--- src/rtl/dac_pkg.sv ---
// Shared definitions for the HSMC DAC output path: state/mode encodings,
// code-space constants and the output code formatter.
package dac_pkg;

    typedef enum logic [1:0] {
        ST_MUTED    = 2'd0,
        ST_FADE_IN  = 2'd1,
        ST_RUN      = 2'd2,
        ST_FADE_OUT = 2'd3
    } fade_state_e;

    typedef enum logic [1:0] {
        MODE_DATA   = 2'd0,
        MODE_SAW    = 2'd1,
        MODE_SQUARE = 2'd2,
        MODE_CONST  = 2'd3
    } mode_e;

    localparam int                        DAC_W    = 14;
    localparam logic signed [DAC_W-1:0]   DAC_MAX  = 14'sh1FFF;
    localparam logic signed [DAC_W-1:0]   DAC_MIN  = 14'sh2000;
    localparam logic [8:0]                GAIN_ONE = 9'd256;
    localparam logic signed [DAC_W-1:0]   SQ_AMP   = 14'sd4096;
    localparam int                        SQ_HALF  = 64;

    // Offset binary is two's complement with the sign bit flipped.
    function automatic logic [DAC_W-1:0] to_code(input logic signed [DAC_W-1:0] v,
                                                 input logic offset_bin);
        return offset_bin ? {~v[DAC_W-1], v[DAC_W-2:0]} : v;
    endfunction

endpackage

--- src/rtl/dac_sat14.sv ---
// Combinational 16-bit to 14-bit signed saturator; sat flags a clipped sample.
module dac_sat14
    import dac_pkg::*;
(
    input  logic signed [15:0]      din,
    output logic signed [DAC_W-1:0] dout,
    output logic                    sat
);

    always_comb begin
        // Out of range exactly when the top three bits disagree with the sign.
        sat = (din[15:13] != {3{din[15]}});
        if (!sat)
            dout = din[13:0];
        else if (din[15])
            dout = DAC_MIN;
        else
            dout = DAC_MAX;
    end

endmodule

--- src/rtl/dac_out_ctrl.sv ---
// HSMC DAC output controller: source select and saturation, click-free fade
// on channel A, delay-matched channel B and output code formatting.
module dac_out_ctrl
    import dac_pkg::*;
#(
    parameter int FADE_DIV  = 1,
    parameter int SAT_CNT_W = 16
) (
    input  logic                 clk,
    input  logic                 rst,
    input  logic [15:0]          din_a,
    input  logic [15:0]          din_b,
    input  logic                 en,
    input  logic [1:0]           mode,
    input  logic [DAC_W-1:0]     const_val,
    input  logic                 offset_bin,
    input  logic                 sat_clr,
    output logic [DAC_W-1:0]     HSMC_DA,
    output logic [DAC_W-1:0]     HSMC_DB,
    output logic                 muted,
    output logic [SAT_CNT_W-1:0] sat_cnt
);

    localparam int               PRE_W    = (FADE_DIV > 1) ? $clog2(FADE_DIV) : 1;
    localparam logic [PRE_W-1:0] PRE_LAST = PRE_W'(FADE_DIV - 1);

    fade_state_e             state_q, state_d;
    logic [8:0]              gain_q, gain_d;
    logic [PRE_W-1:0]        pre_q, pre_d;
    logic                    step;

    logic signed [DAC_W-1:0] saw_q;
    logic [5:0]              sq_cnt_q;
    logic                    sq_phase_q;

    logic signed [15:0]      src_a;
    logic signed [DAC_W-1:0] sat_a, sat_b;
    logic                    sat_a_flag, sat_b_flag, sat_event;
    logic signed [DAC_W-1:0] s1_a, s1_b, s2_a, s2_b;
    logic signed [22:0]      a_ext, g_ext, prod_a;

    // ---------------- gain FSM ----------------
    assign step = (pre_q == PRE_LAST);

    always_comb begin
        // NOTE: every always_comb output gets a default first so no path can infer a latch.
        state_d = state_q;
        gain_d  = gain_q;
        pre_d   = pre_q;
        case (state_q)
            ST_MUTED: begin
                gain_d = '0;
                if (en) begin
                    state_d = ST_FADE_IN;
                    pre_d   = '0;
                end
            end
            ST_FADE_IN: begin
                if (!en) begin
                    state_d = ST_FADE_OUT;
                    pre_d   = '0;
                end else if (step) begin
                    pre_d  = '0;
                    gain_d = gain_q + 9'd1;
                    if (gain_q == GAIN_ONE - 9'd1)
                        state_d = ST_RUN;
                end else begin
                    pre_d = pre_q + PRE_W'(1);
                end
            end
            ST_RUN: begin
                gain_d = GAIN_ONE;
                if (!en) begin
                    state_d = ST_FADE_OUT;
                    pre_d   = '0;
                end
            end
            ST_FADE_OUT: begin
                if (en) begin
                    state_d = ST_FADE_IN;
                    pre_d   = '0;
                end else if (step) begin
                    pre_d  = '0;
                    gain_d = gain_q - 9'd1;
                    if (gain_q == 9'd1)
                        state_d = ST_MUTED;
                end else begin
                    pre_d = pre_q + PRE_W'(1);
                end
            end
            default: begin
                state_d = ST_MUTED;
                gain_d  = '0;
                pre_d   = '0;
            end
        endcase
    end

    always_ff @(posedge clk or posedge rst) begin
        // NOTE: registers use non-blocking assignments so every flop samples pre-edge values.
        if (rst) begin
            state_q <= ST_MUTED;
            gain_q  <= '0;
            pre_q   <= '0;
            muted   <= 1'b1;
        end else begin
            state_q <= state_d;
            gain_q  <= gain_d;
            pre_q   <= pre_d;
            muted   <= (state_d == ST_MUTED);
        end
    end

    // ---------------- free-running test patterns ----------------
    always_ff @(posedge clk or posedge rst) begin
        if (rst) begin
            saw_q      <= '0;
            sq_cnt_q   <= '0;
            sq_phase_q <= 1'b0;
        end else begin
            saw_q    <= saw_q + 14'sd1;
            sq_cnt_q <= sq_cnt_q + 6'd1;
            if (sq_cnt_q == 6'(SQ_HALF - 1))
                sq_phase_q <= ~sq_phase_q;
        end
    end

    // ---------------- S1: source select and saturation ----------------
    always_comb begin
        src_a = din_a;
        case (mode_e'(mode))
            MODE_SAW:    src_a = {{2{saw_q[DAC_W-1]}}, saw_q};
            MODE_SQUARE: src_a = sq_phase_q ? -16'sd4096 : {{2{SQ_AMP[DAC_W-1]}}, SQ_AMP};
            MODE_CONST:  src_a = {{2{const_val[DAC_W-1]}}, const_val};
            default:     src_a = din_a;
        endcase
    end

    dac_sat14 u_sat_a (.din(src_a),          .dout(sat_a), .sat(sat_a_flag));
    dac_sat14 u_sat_b (.din($signed(din_b)), .dout(sat_b), .sat(sat_b_flag));

    // Pattern sources never clip, so only live data on A is worth counting.
    assign sat_event = (sat_a_flag && (mode == MODE_DATA)) || sat_b_flag;

    always_ff @(posedge clk or posedge rst) begin
        if (rst) begin
            sat_cnt <= '0;
        end else if (sat_clr) begin
            sat_cnt <= '0;
        end else if (sat_event && (sat_cnt != '1)) begin
            sat_cnt <= sat_cnt + SAT_CNT_W'(1);
        end
    end

    // ---------------- S2: gain, S3: format ----------------
    assign a_ext  = {{9{s1_a[DAC_W-1]}}, s1_a};
    assign g_ext  = {14'd0, gain_q};
    assign prod_a = a_ext * g_ext;

    always_ff @(posedge clk or posedge rst) begin
        if (rst) begin
            s1_a    <= '0;
            s1_b    <= '0;
            s2_a    <= '0;
            s2_b    <= '0;
            HSMC_DA <= '0;
            HSMC_DB <= '0;
        end else begin
            s1_a    <= sat_a;
            s1_b    <= sat_b;
            // Arithmetic shift floors; gain 256 reproduces the sample exactly.
            s2_a    <= 14'(prod_a >>> 8);
            s2_b    <= s1_b;
            HSMC_DA <= to_code(s2_a, offset_bin);
            HSMC_DB <= to_code(s2_b, offset_bin);
        end
    end

endmodule

--- config.mk ---
export PLATFORM = sky130hd
export DESIGN_NAME = dac_out_ctrl
export DESIGN_NICKNAME = d
export VERILOG_FILES = /design/src/rtl/dac_pkg.sv /design/src/rtl/dac_sat14.sv /design/src/rtl/dac_out_ctrl.sv
export SDC_FILE = /design/constraint.sdc
export NUM_CORES = 1
export LEC_CHECK = 0
export ABC_AREA = 1
export BUFFER_PORTS_ARGS = -buffer_cell sky130_fd_sc_hd__buf_4
export CAP_MARGIN = 20
export CORE_MARGIN = 2
export CORE_UTILIZATION = 50
export CTS_CLUSTER_DIAMETER = 30
export CTS_CLUSTER_SIZE = 25
export DETAILED_ROUTE_END_ITERATION = 7
export PLACE_DENSITY = 0.69
export SYNTH_ARGS = -nofsm -noshare
export SYNTH_HDL_FRONTEND = slang
export SYNTH_SLANG_ARGS = --single-unit
--- constraint.sdc ---
create_clock -name clk -period 6.75 [get_ports clk]
set_input_delay 0.675 -clock clk [delete_from_list [all_inputs] [get_ports clk]]
set_output_delay 0.675 -clock clk [all_outputs]
set_load 0.05 [all_outputs]
After elaboration in Yosys (flattened, before gate mapping)
Cells that the tools add are included.

Register bits: 134. Input bits: 53. Output and inout bits: 45. Logic and storage cells: 81.

Add/subtract/negate cells: 6. Multipliers: 1. Eq/ne operators: 18. Multiplexer cells: 30. Bitwise operators: 3. Reduce and logical (&&, ||, !) cells: 9.

Operators with widths (number): 14-bit two-way mux (6); 16-bit two-way mux (3); 16-bit one-hot mux with 3 select lines (1); 9-bit two-way mux (4); 9-bit one-hot mux with 4 select lines (1); 14-bit by 10-bit multiplier with 22-bit output (1); 16-bit by 1-bit adder with 16-bit output (second input constant) (1); 2-bit two-way mux (8); 16-bit != test (second input constant) (1); 14-bit by 2-bit adder with 14-bit output (second input constant) (1); 2-bit != test (second input constant) (6); 9-bit by 1-bit adder with 9-bit output (second input constant) (1); 9-bit by 1-bit equality test with 1-bit output (second input constant) (1); 9-bit by 8-bit equality test with 1-bit output (second input constant) (1); 9-bit by 1-bit subtractor with 9-bit output (second input constant) (1); 2-bit equality test (second input constant) (4); 2-bit one-hot mux with 4 select lines (1); 6-bit by 1-bit adder with 6-bit output (second input constant) (1); 6-bit equality test (second input constant) (1); 2-bit zero test (3); 1-bit two-way mux (5); 2-bit by 1-bit equality test with 1-bit output (second input constant) (2); 2-bit != test (2); 1-bit one-hot mux with 4 select lines (1); other kinds (7) (10).

Logic depth before layout (Yosys ltp)
Gate-level depths: netlist of run 1.

Depth in word-level cells: 8. Gate-level depth with buffers: 24. Depth with buffers taken out: 22.

Modules after synthesis
Synthesis of run 1 repeated with hierarchy kept, for this count alone.

Cells, all modules: 1238. Area total of the unflattened synthesis: 10442.5 um2.

Modules (own cells, without submodules): dac_out_ctrl (times used 1, cells each 1172, area each 9984.6 um2, seq. area each 3329.4 um2); dac_sat14 (times used 2, cells each 33, area each 229.0 um2, seq. area each 0.0 um2).

Worst setup path after synthesis of run 1
OpenSTA, ideal clock, no wires.

Kind: reg-to-reg. Start: register gain_q[6]. End: register s2_a[13]. Setup time: 0.116 ns. Data arrival time: 4.702 ns. Required time: 6.634 ns. Setup slack: 1.931 ns. Cell stages (with the launch flop): 20. Path buffers: 2. Clock period less this slack: 4.819 ns. Cells stage by stage: dfrtp_1 > clkbuf_1 > clkbuf_1 > nand2_1 > fa_1 > inv_1 > fa_1 > fa_1 > fa_1 > inv_1 > fa_1 > inv_1 > ha_1 > a21o_1 > a21boi_0 > nand2_1 > nand2_1 > nand3_1 > nand2_1 > nand2_1.

Cells in the longest elaborated chain, start to end: 1.

RTL lines: start: declaration (line dac_out_ctrl.sv:28) `logic [8:0] gain_q, gain_d;`; start signal: assignment (line dac_out_ctrl.sv:108) `gain_q <= gain_d;`; 14-bit by 10-bit multiplier with 22-bit output (line dac_out_ctrl.sv:158) `assign prod_a = a_ext * g_ext;`; via prod_a[21] (line dac_out_ctrl.sv:40) `logic signed [22:0] a_ext, g_ext, prod_a;`; end signal: assignment (line dac_out_ctrl.sv:172) `s2_a <= 14'(prod_a >>> 8);`; end: declaration (line dac_out_ctrl.sv:39) `logic signed [DAC_W-1:0] s1_a, s1_b, s2_a, s2_b;`.

The timed path passes the listed nets, and every way through them passes these cells. A chain may end at the register's enable or synchronous reset.

Worst setup path in the final report of run 1
Start: register gain_q[1]. End: register s2_a[13].

The elaborated chain is that of the path after synthesis.

==> results of run 1 <==
-- layer usage --
metal / part of all wire [%] / GRT usage (%)
met4: 1.6 / 6.456
met5: 0 / 0
met1: 43 / 28.37
met2: 51 / 38.59
met3: 5.2 / 4.627
-- flip-flops by register name (all words and copies together) (netlist names), 9 cells and up --
| register | flops |
|---|---|
| s1_a | 14 |
| saw_q | 14 |
| sat_cnt | 16 |
| HSMC_DB | 14 |
| gain_q | 9 |
| s1_b | 14 |
| s2_b | 14 |
| HSMC_DA | 14 |
| s2_a | 14 |
-- where the power goes --
group          internal, mW  total, mW  switching, mW
logic                  1.39       3.78           2.39
registers             0.991       1.22          0.232
clock network         0.571      0.992          0.421
total                  2.95       5.99           3.04
-- stage by stage --
stage	instances	setup slack (ns)	hold WS, ns	area [µm²]
finish	1594	1.516	0.3192	11710
global route	1594	1.163	0.3530	11710
detailed placement	1562	1.532	0.3347	11080
CTS	1594	1.509	0.3291	11710
floorplan	1238	1.931	0.3312	10200
global placement	1562	1.597	0.3316	11080
-- cells in the mapped netlist (9+ instances only) --
master / number
sky130_fd_sc_hd__a21oi_1: 34
sky130_fd_sc_hd__o21ai_0: 36
sky130_fd_sc_hd__inv_1: 253
sky130_fd_sc_hd__dfrtp_1: 132
sky130_fd_sc_hd__clkbuf_1: 19
sky130_fd_sc_hd__nand4_1: 15
sky130_fd_sc_hd__nand2_1: 338
sky130_fd_sc_hd__xnor2_1: 11
sky130_fd_sc_hd__nor3_1: 16
sky130_fd_sc_hd__ha_1: 53
sky130_fd_sc_hd__nand3_1: 75
sky130_fd_sc_hd__xor2_1: 30
sky130_fd_sc_hd__buf_2: 11
sky130_fd_sc_hd__fa_1: 100
sky130_fd_sc_hd__buf_1: 9
sky130_fd_sc_hd__nor2_1: 62
-- path summary, 6_finish.rpt --
path	start	to	slack (ns)	cells after the start
min reg2reg	s1_b[5]	s2_b[5]	0.35	0
min	rst	state_q[0]	0.32	2
max	gain_q[1]	s2_a[13]	1.52	19
max reg2reg	gain_q[1]	s2_a[13]	1.52	19
max in group asynchronous	rst	HSMC_DA[4]	5.16	3
min in group clk	s1_b[5]	s2_b[5]	0.35	0
-- final cells by class --
class | instances | area (µm²) | share of cell area [%]
well taps | 270 | 337.8 | 2.886
clock buffers | 17 | 425.4 | 3.634
multi-input cells | 805 | 5704 | 48.73
repair buffers | 98 | 735.7 | 6.285
inverters | 256 | 968.4 | 8.274
flip-flops and latches | 133 | 3329 | 28.44
clock inverters | 15 | 203.9 | 1.742
-- cell families after synthesis --
group	share of synthesized area, %
xor+xnor	3.521
fa+ha+maj	26.13
simple gates	21.76
buf+inv	11.43
compound gates	4.514
flops	32.64
==> results.cfg, run 1 <==
[synth]
top_cell_type_by_total_area_after_synthesis = sky130_fd_sc_hd__dfrtp_1
synth.distinct_cells = 41
post_synth_main_area_contributors = sky130_fd_sc_hd__dfrtp_1 (32%), sky130_fd_sc_hd__fa_1 (20%), sky130_fd_sc_hd__nand2_1 (12%)
synthCells = 1238
synth-warning-count = 0
synth_sequential_area_ratio_pct = 32.64
synth_top_cell_area_share_pct = 32.38
synth_edf_count = 0
synth-seq-cells = 133
synth.cell_area_um2 = 10200
post_synth.cell_area_avg_um2 = 8.239
ys_async_sr_fraction_pct = 100.0
synth.net_count = 1444
yosys_most_used_dff = sky130_fd_sc_hd__dfrtp_1

[worst_setup_path]
critPathBufInv = 6
critical_path_peak_fanout = 16
crit_path_cell_trace = nand2_1, inv_1, fa_1, fa_1, inv_1, fa_1, inv_1, fa_1, inv_1, fa_1, inv_1, ha_1, nand2_1, nor3_1, nand3_1, nand3_1, inv_1, nand2_1, nand2_1
cp_top_family = adder cells
critPathArrivalTime_ns = 5.56
setup.worst_path.class = register to register
endpoint_kind = register
setup.worst_path.start_class = register
worst_path_largest_cell_delay_ns = 0.70
critical_path.slowest_cell = sky130_fd_sc_hd__dfrtp_1
crit_required_ns = 7.07
crit_path_frequent_cell = sky130_fd_sc_hd__inv_1

[floorplan]
core-area_um2 = 20100
cell_row_count = 52
die_h_um = 146.8
dieArea_um2 = 21560
initial_core_util_pct = 50.73
die_width_um = 146.8
io_pins = 98

[timing]
final-setup-viol-count = 0
period_needed_ns = 5.234
tightest_slew_ns = 0.8263
grt_setup_unrepaired = false
maxSlewHeadroom_pct = 44.91
timing.final.max_slew_violations = 0
final_min_period_over_clock_period_pct = 77.53
setup_total_negative_slack_ns = 0
fmax_ghz = 0.1911
worst_clock_skew_ns = 0.01182
final-hold-violation-count = 0

[pwr]
report.power.total_mw = 5.992
power_per_cell_area_nw_per_um2 = 511.9
leakagePower_nw = 6.675
peakVddDrop_mv = 0.2704

[final_layout]
fin_nets = 1517
flow.area_growth_from_synthesis_pct = 14.76
final_cell_mix = sky130_fd_sc_hd__nand2_1 (338), sky130_fd_sc_hd__inv_1 (252), sky130_fd_sc_hd__dfrtp_1 (132)
mostFrequentLayoutCell = sky130_fd_sc_hd__nand2_1
n_antenna_cell = 0
post-route-util_pct = 58.22
post_route_cells_drive_above_1_share_pct = 11.48
fill_cells = 1799

[clocking]
clk_latency_ns = 0.43
postCtsSetupBuffers = 0
tritoncts_num_sinks = 133
cts_root_buffer = sky130_fd_sc_hd__clkbuf_16
htree_num_levels = 4
cts_inserted_buffers = 17
cts_buffer_depth = 2
cts_resized = 0
ctsHoldBuffers = 0
clk_transition_reported_paths_ns = 0.07
tritoncts = done

[worst_hold_path]
min_path_type = input pin to async pin

[global_routing]
grt-ovfl-total = 0
grt_start_max_net_pins = 69
wire_length_of_the_first_global_routing_pass_um = 38500
antenna_violations_before_repair = 0
first_global_vias = 8119
groute.usage.overall_pct = 22.27

[route]
drtPass1Iterations = 5
detailedRoute.firstIterationViolations = 409
route.detailed.drc = 0
wirelength_um = 22040
via_per_inst = 4.986
routed-via-count = 7947
detail-route-antenna-nets = 0
wire_per_inst_um = 13.83

[place]
portBuffers = 97
place.detailed.hpwl_um = 16810
gp_routability_congestion = 0.8921

[run]
drv_cap = 0

[run_status]
outcome = complete, no violations
Note: power is estimated with default switching activity, not from simulation.
==> run 2: changes to the inputs <==
Settings changed: ABC_AREA 1 to 0, PLACE_DENSITY 0.69 to 0.72.
Clock period 6.75 ns to 4.6 ns, I/O delays scaled along.
==> run 2 against run 1 <==
  * The run now ends with negative setup slack left
  * Final cell count decreased by 15%
  * Flip-flop and latch count unchanged
  * Utilization increased by 6.6 points
  * Cell area increased by 3.3%
  * First-iteration DRC count decreased by 34%
  * Worst hold slack got worse by 0.12 ns
  * Setup slack got worse by 1.7 ns
  * Critical endpoint unchanged
  * Critical path depth increased by 1
  * Maximum frequency increased by 9.4%
  * Count of clock-buffer cells in the layout unchanged
  * Highest routed layer unchanged
  * Register-to-register slack got worse by 1.7 ns
==> results.cfg, run 2 <==
[synth]
synth_top_cell_area_share_pct = 34.79
synth-seq-cells = 133
synth_edf_count = 0
ys_async_sr_fraction_pct = 100.0
ranking_of_synthesized_cells_by_instance_count = sky130_fd_sc_hd__dfrtp_1 (132), sky130_fd_sc_hd__inv_1 (118), sky130_fd_sc_hd__fa_1 (100)
top_cell_type_by_total_area_after_synthesis = sky130_fd_sc_hd__dfrtp_1
synth.net_count = 1141
post_synth_main_area_contributors = sky130_fd_sc_hd__dfrtp_1 (35%), sky130_fd_sc_hd__fa_1 (21%), sky130_fd_sc_hd__ha_1 (7.0%)
post-synth-top-count-cell = sky130_fd_sc_hd__dfrtp_1
synthCells = 935
synth-warning-count = 0
synth.cell_area_um2 = 9495
synth.distinct_cells = 52
synth_sequential_area_ratio_pct = 35.06
post_synth.cell_area_avg_um2 = 10.16
yosys_most_used_dff = sky130_fd_sc_hd__dfrtp_1

[place]
dpl.cell_count = 1297
portBuffers = 97
place.detailed.hpwl_um = 15610
post_place_instance_area_um2 = 11060
gp_routability_congestion = 0.8533

[timing]
setup_slack_of_the_critical_path_after_layout_ns = -0.1821
grt_setup_unrepaired = true
final-hold-violation-count = 0
tightest_slew_ns = 1.037
fmax_ghz = 0.2091
timing.final.max_slew_violations = 0
setup_total_negative_slack_ns = -1.431
final-setup-viol-count = 11
maxSlewHeadroom_pct = 30.52
final_min_period_over_clock_period_pct = 104.0
fin_worst_hold_slack_ns = 0.1977
period_needed_ns = 4.782
worst_clock_skew_ns = 0.006822

[final_layout]
final_cells = 1353
max_flop_register = sat_cnt
final_cell_mix = sky130_fd_sc_hd__buf_4 (188), sky130_fd_sc_hd__dfrtp_1 (119), sky130_fd_sc_hd__inv_1 (111)
finalInstanceArea_um2 = 12090
flow.area_growth_from_synthesis_pct = 27.30
n_antenna_cell = 0
post_route_cells_drive_above_1_share_pct = 29.04
largest_register_ff_count = 16
fin_nets = 1312
mostFrequentLayoutCell = sky130_fd_sc_hd__buf_4

[clocking]
clk_transition_reported_paths_ns = 0.06
htree_num_levels = 4
tritoncts = done
clk_latency_ns = 0.43
cts_root_buffer = sky130_fd_sc_hd__clkbuf_16
cts_buffer_depth = 2
tritoncts_num_sinks = 133
cts_inserted_buffers = 17

[global_routing]
grt-ovfl-total = 0
first_global_vias = 7248
groute.usage.overall_pct = 22.03
wire_length_of_the_first_global_routing_pass_um = 34690
antenna_violations_before_repair = 0
grt_start_max_net_pins = 96

[floorplan]
die_width_um = 141.8
dieArea_um2 = 20110
core-area_um2 = 18640
io_pins = 98
initial_core_util_pct = 50.93
die_h_um = 141.8
cell_row_count = 50

[worst_hold_path]
min_path_type = input pin to async pin

[worst_setup_path]
endpoint_kind = register
setup.worst_path.class = register to register
critPathArrivalTime_ns = 5.14
crit_required_ns = 4.95
critical_path_peak_fanout = 5
setup.worst_path.start_class = register

[run]
drv_cap = 0

[route]
drtPass1Iterations = 5
via_per_inst = 5.189
detailedRoute.firstIterationViolations = 269
detail-route-antenna-nets = 0
routed-via-count = 7021
wirelength_um = 21200
route.detailed.drc = 0
wire_per_inst_um = 15.67

[run_status]
outcome = finished, violations left
violations = negative setup slack
## run 2: cell count changes after synthesis, sizes merged, moves of 23 or more
| cell | change |
|---|---|
| nand2 | -259 |
| inv | -138 |
| nand3 | -57 |
| o21ai | -27 |
| and2 | +77 |
| xnor2 | +23 |
## run 2: cell families (layout without fill, tap and decap cells)
family          after synthesis  in the layout  share of synthesized area [%]
compound gates               91             91                          6.220
xor+xnor                     58             58                          5.350
fa+ha+maj                   153            153                          28.07
buf+inv                     164            348                          6.641
flops                       133            133                          35.06
mux                          15             15                          1.858
simple gates                321            321                          16.80
## run 2: critical path, cell delays in order, from the launching register on
cell	delay (ns)
sky130_fd_sc_hd__dfrtp_2	0.45
sky130_fd_sc_hd__buf_6	0.13
sky130_fd_sc_hd__nand2_4	0.04
sky130_fd_sc_hd__fa_1	0.51
sky130_fd_sc_hd__inv_2	0.04
sky130_fd_sc_hd__fa_1	0.48
sky130_fd_sc_hd__inv_1	0.05
sky130_fd_sc_hd__fa_1	0.48
sky130_fd_sc_hd__inv_1	0.05
sky130_fd_sc_hd__fa_1	0.47
sky130_fd_sc_hd__inv_1	0.05
sky130_fd_sc_hd__fa_1	0.48
sky130_fd_sc_hd__inv_2	0.04
sky130_fd_sc_hd__ha_4	0.20
sky130_fd_sc_hd__a21o_1	0.18
sky130_fd_sc_hd__a221o_1	0.34
sky130_fd_sc_hd__a21oi_2	0.20
sky130_fd_sc_hd__a21oi_2	0.10
sky130_fd_sc_hd__buf_4	0.16
sky130_fd_sc_hd__a21oi_2	0.14
sky130_fd_sc_hd__xnor2_1	0.12
## run 2: metrics by stage
step                util (%)  setup WS, ns
floorplan                  -       -0.2409
global placement       59.31       -0.3006
detailed placement     59.31       -0.4377
CTS                    64.28       -0.1979
global route           64.84       -0.3516
finish                 64.84       -0.1821
## run 2: cell type report
class | instances | area [µm²]
clock buffers | 17 | 425.4
fillers | 1459 | 6555
repair buffers | 198 | 1524
well taps | 234 | 292.8
flip-flops and latches | 133 | 3346
multi-input cells | 638 | 5896
inverters | 118 | 447.9
clock inverters | 15 | 156.4
## run 2: final timing paths
check | from | to | slack, ns | depth (start not counted)
setup / recovery | s1_a[7] | s2_a[13] | -0.18 | 20
hold / removal | rst | saw_q[13] | 0.20 | 2
setup reg to reg | s1_a[7] | s2_a[13] | -0.18 | 20
hold reg to reg | s2_a[8] | HSMC_DA[8] | 0.35 | 0
max in group asynchronous | rst | s1_a[12] | 3.37 | 3
min in group clk | offset_bin | HSMC_DB[13] | 0.22 | 2
## run 2: metal layers
| layer | wire length (µm) | GRT usage (%) | vias to the layer above |
|---|---|---|---|
| met5 | 0 | 0 | - |
| met4 | 518 | 8.579 | 0 |
| met3 | 772 | 4.151 | 41 |
| met2 | 10970 | 37.40 | 172 |
| met1 | 8937 | 28.13 | 3482 |
| li1 | - | - | 3326 |
## run 2: what timing repair did
action                     4_1_cts  5_1_grt
gates resized for setup         57       14
buffers inserted                17        7
pin swaps                       50       34
setup endpoints to repair       14       13
hold buffers                     0        0
Power of run 2 is not shown: default switching activity piles up to over one toggle a cycle in this logic, so the estimate is an artifact.
==> run 3: changes to the inputs <==
Settings changed: BUFFER_PORTS_ARGS -buffer_cell sky130_fd_sc_hd__buf_4 to -buffer_cell sky130_fd_sc_hd__buf_2.
==> run 3 against run 2 <==
  * The flow still finishes with violations (negative setup slack)
  * Critical path depth is 5 lower
  * Count of clock-buffer cells in the layout stayed put
  * Die area stayed put
  * Wire length is 4.0% lower
  * Maximum frequency is 0.65% lower
  * Setup slack worse by 0.031 ns
  * Largest cell class unchanged
==> results.cfg, run 3 (synthesis results as in run 2) <==
[place]
gp_routability_congestion = 0.9014
dpl.cell_count = 1300
place.detailed.hpwl_um = 15140
dp_worst_setup_slack_ns = -0.4437
portBuffers = 97

[timing]
final-hold-violation-count = 0
grt_setup_unrepaired = true
final-setup-viol-count = 9
tightest_slew_ns = 0.8508
setup_total_negative_slack_ns = -1.188
maxSlewHeadroom_pct = 43.28
final_min_period_over_clock_period_pct = 104.6
timing.final.max_slew_violations = 0
setup_slack_of_the_critical_path_after_layout_ns = -0.2133
fmax_ghz = 0.2078
worst_clock_skew_ns = 0.008515
period_needed_ns = 4.813

[final_layout]
final_cell_mix = sky130_fd_sc_hd__dfrtp_1 (118), sky130_fd_sc_hd__inv_1 (108), sky130_fd_sc_hd__buf_2 (97)
final_cells = 1352
max_flop_register = sat_cnt
post_route_cells_drive_above_1_share_pct = 30.50
layout.area.seq_um2 = 3347
fill_cells = 1440
multi_input_area_um2 = 6000
flow.area_growth_from_synthesis_pct = 25.66
fin_nets = 1311
mostFrequentLayoutCell = sky130_fd_sc_hd__dfrtp_1
largest_register_ff_count = 16
n_antenna_cell = 0

[floorplan]
die_h_um = 141.8
dieArea_um2 = 20110
core-area_um2 = 18640
io_pins = 98
cell_row_count = 50
initial_core_util_pct = 50.93
die_width_um = 141.8

[worst_setup_path]
crit_path_cell_trace = buf_6, and2_4, fa_1, fa_1, fa_1, fa_1, fa_1, ha_4, and2_4, a221o_1, a21oi_2, a21oi_2, buf_4, a21oi_2, xnor2_1
reg2reg_setup_slack_ns = -0.21
critPathArrivalTime_ns = 5.16
worst_path_largest_cell_delay_ns = 0.60
r2r.worst_path.cells = 15
crit_required_ns = 4.95
setup.worst_path.class = register to register
crit_start = gain_q[4]
setup.worst_path.start_class = register
critical_path_peak_fanout = 4
worstReg2RegEnd = s2_a[13]
cp_top_family = adder cells
endpoint_kind = register
critical_path.slowest_cell = sky130_fd_sc_hd__fa_1
rr_startpoint = gain_q[4]
critPathBufInv = 2
crit_path_frequent_cell = sky130_fd_sc_hd__fa_1

[route]
route.detailed.drc = 0
routed-via-count = 6964
wirelength_um = 20350
via_per_inst = 5.151
detail-route-antenna-nets = 0
drtPass1Iterations = 4
detailedRoute.firstIterationViolations = 301
wire_per_inst_um = 15.05

[clocking]
htree_num_levels = 4
cts_buffer_depth = 2
tritoncts = done
tritoncts_num_sinks = 133
cts_root_buffer = sky130_fd_sc_hd__clkbuf_16
clk_transition_reported_paths_ns = 0.07
cts_inserted_buffers = 17
clk_latency_ns = 0.42

[run]
drv_cap = 0

[global_routing]
antenna_violations_before_repair = 0
grt-ovfl-total = 0
first_global_vias = 7133
groute.usage.overall_pct = 21.45
wire_length_of_the_first_global_routing_pass_um = 34180
grt_start_max_net_pins = 99

[worst_hold_path]
min_path_type = input pin to async pin

[run_status]
outcome = finished, violations left
violations = negative setup slack
run 3: cell types whose count changed in the layout (fill, tap and decap cells not counted), moves of 3 or more:
cell                    before  now
sky130_fd_sc_hd__fa_2        4    9
sky130_fd_sc_hd__fa_1       96   91
sky130_fd_sc_hd__ha_4       11   14
sky130_fd_sc_hd__inv_2       6    9
sky130_fd_sc_hd__buf_4     188   88
sky130_fd_sc_hd__inv_1     111  108
sky130_fd_sc_hd__buf_2       0   97
run 3: metal layers:
metal	GRT usage (%)	vias up	share of wire, %
li1	-	3331	-
met1	28.54	3455	43
met2	35.85	143	51
met3	3.949	35	3.5
met4	6.947	0	2.1
met5	0	-	0
run 3: cell type report:
class / count / share of cell area [%]
multi-input combinational: 638 / 50.28
sequential: 133 / 28.05
timing repair buffer: 197 / 10.77
inverter: 118 / 3.754
clock buffer: 17 / 3.565
tap: 234 / 2.454
clock inverter: 15 / 1.122
run 3: what timing repair did:
action                                  in CTS  in global routing
gates resized for setup                     62                 32
endpoints found under the setup margin      13                 14
buffers inserted                            12                  8
hold buffers                                 0                  0
pin swaps                                   27                 44
run 3: how the worst max path moves through the flow:
stage / to / slack [ns] / depth (start not counted)
6_report: s2_a[13] / -0.21 / 15
5_1_grt: s2_a[11] / -0.37 / 18
4_1_cts: s2_a[11] / -0.19 / 14
3_5_place_dp: s2_a[11] / -0.44 / 17
3_3_place_gp: s2_a[11] / -0.32 / 18
2_1_floorplan: s2_a[11] / -0.24 / 18
run 3: through the flow:
stage	area (µm²)	hold WS (ns)	utilization [%]
2_1_floorplan	9749	0.3312	-
3_3_place_gp	10840	0.3312	58.13
3_5_place_dp	10840	0.3347	58.13
4_1_cts	11750	0.2337	63.01
5_1_grt	11930	0.2395	64.00
6_report	11930	0.2258	64.00
Power of run 3 is left out for the same reason.
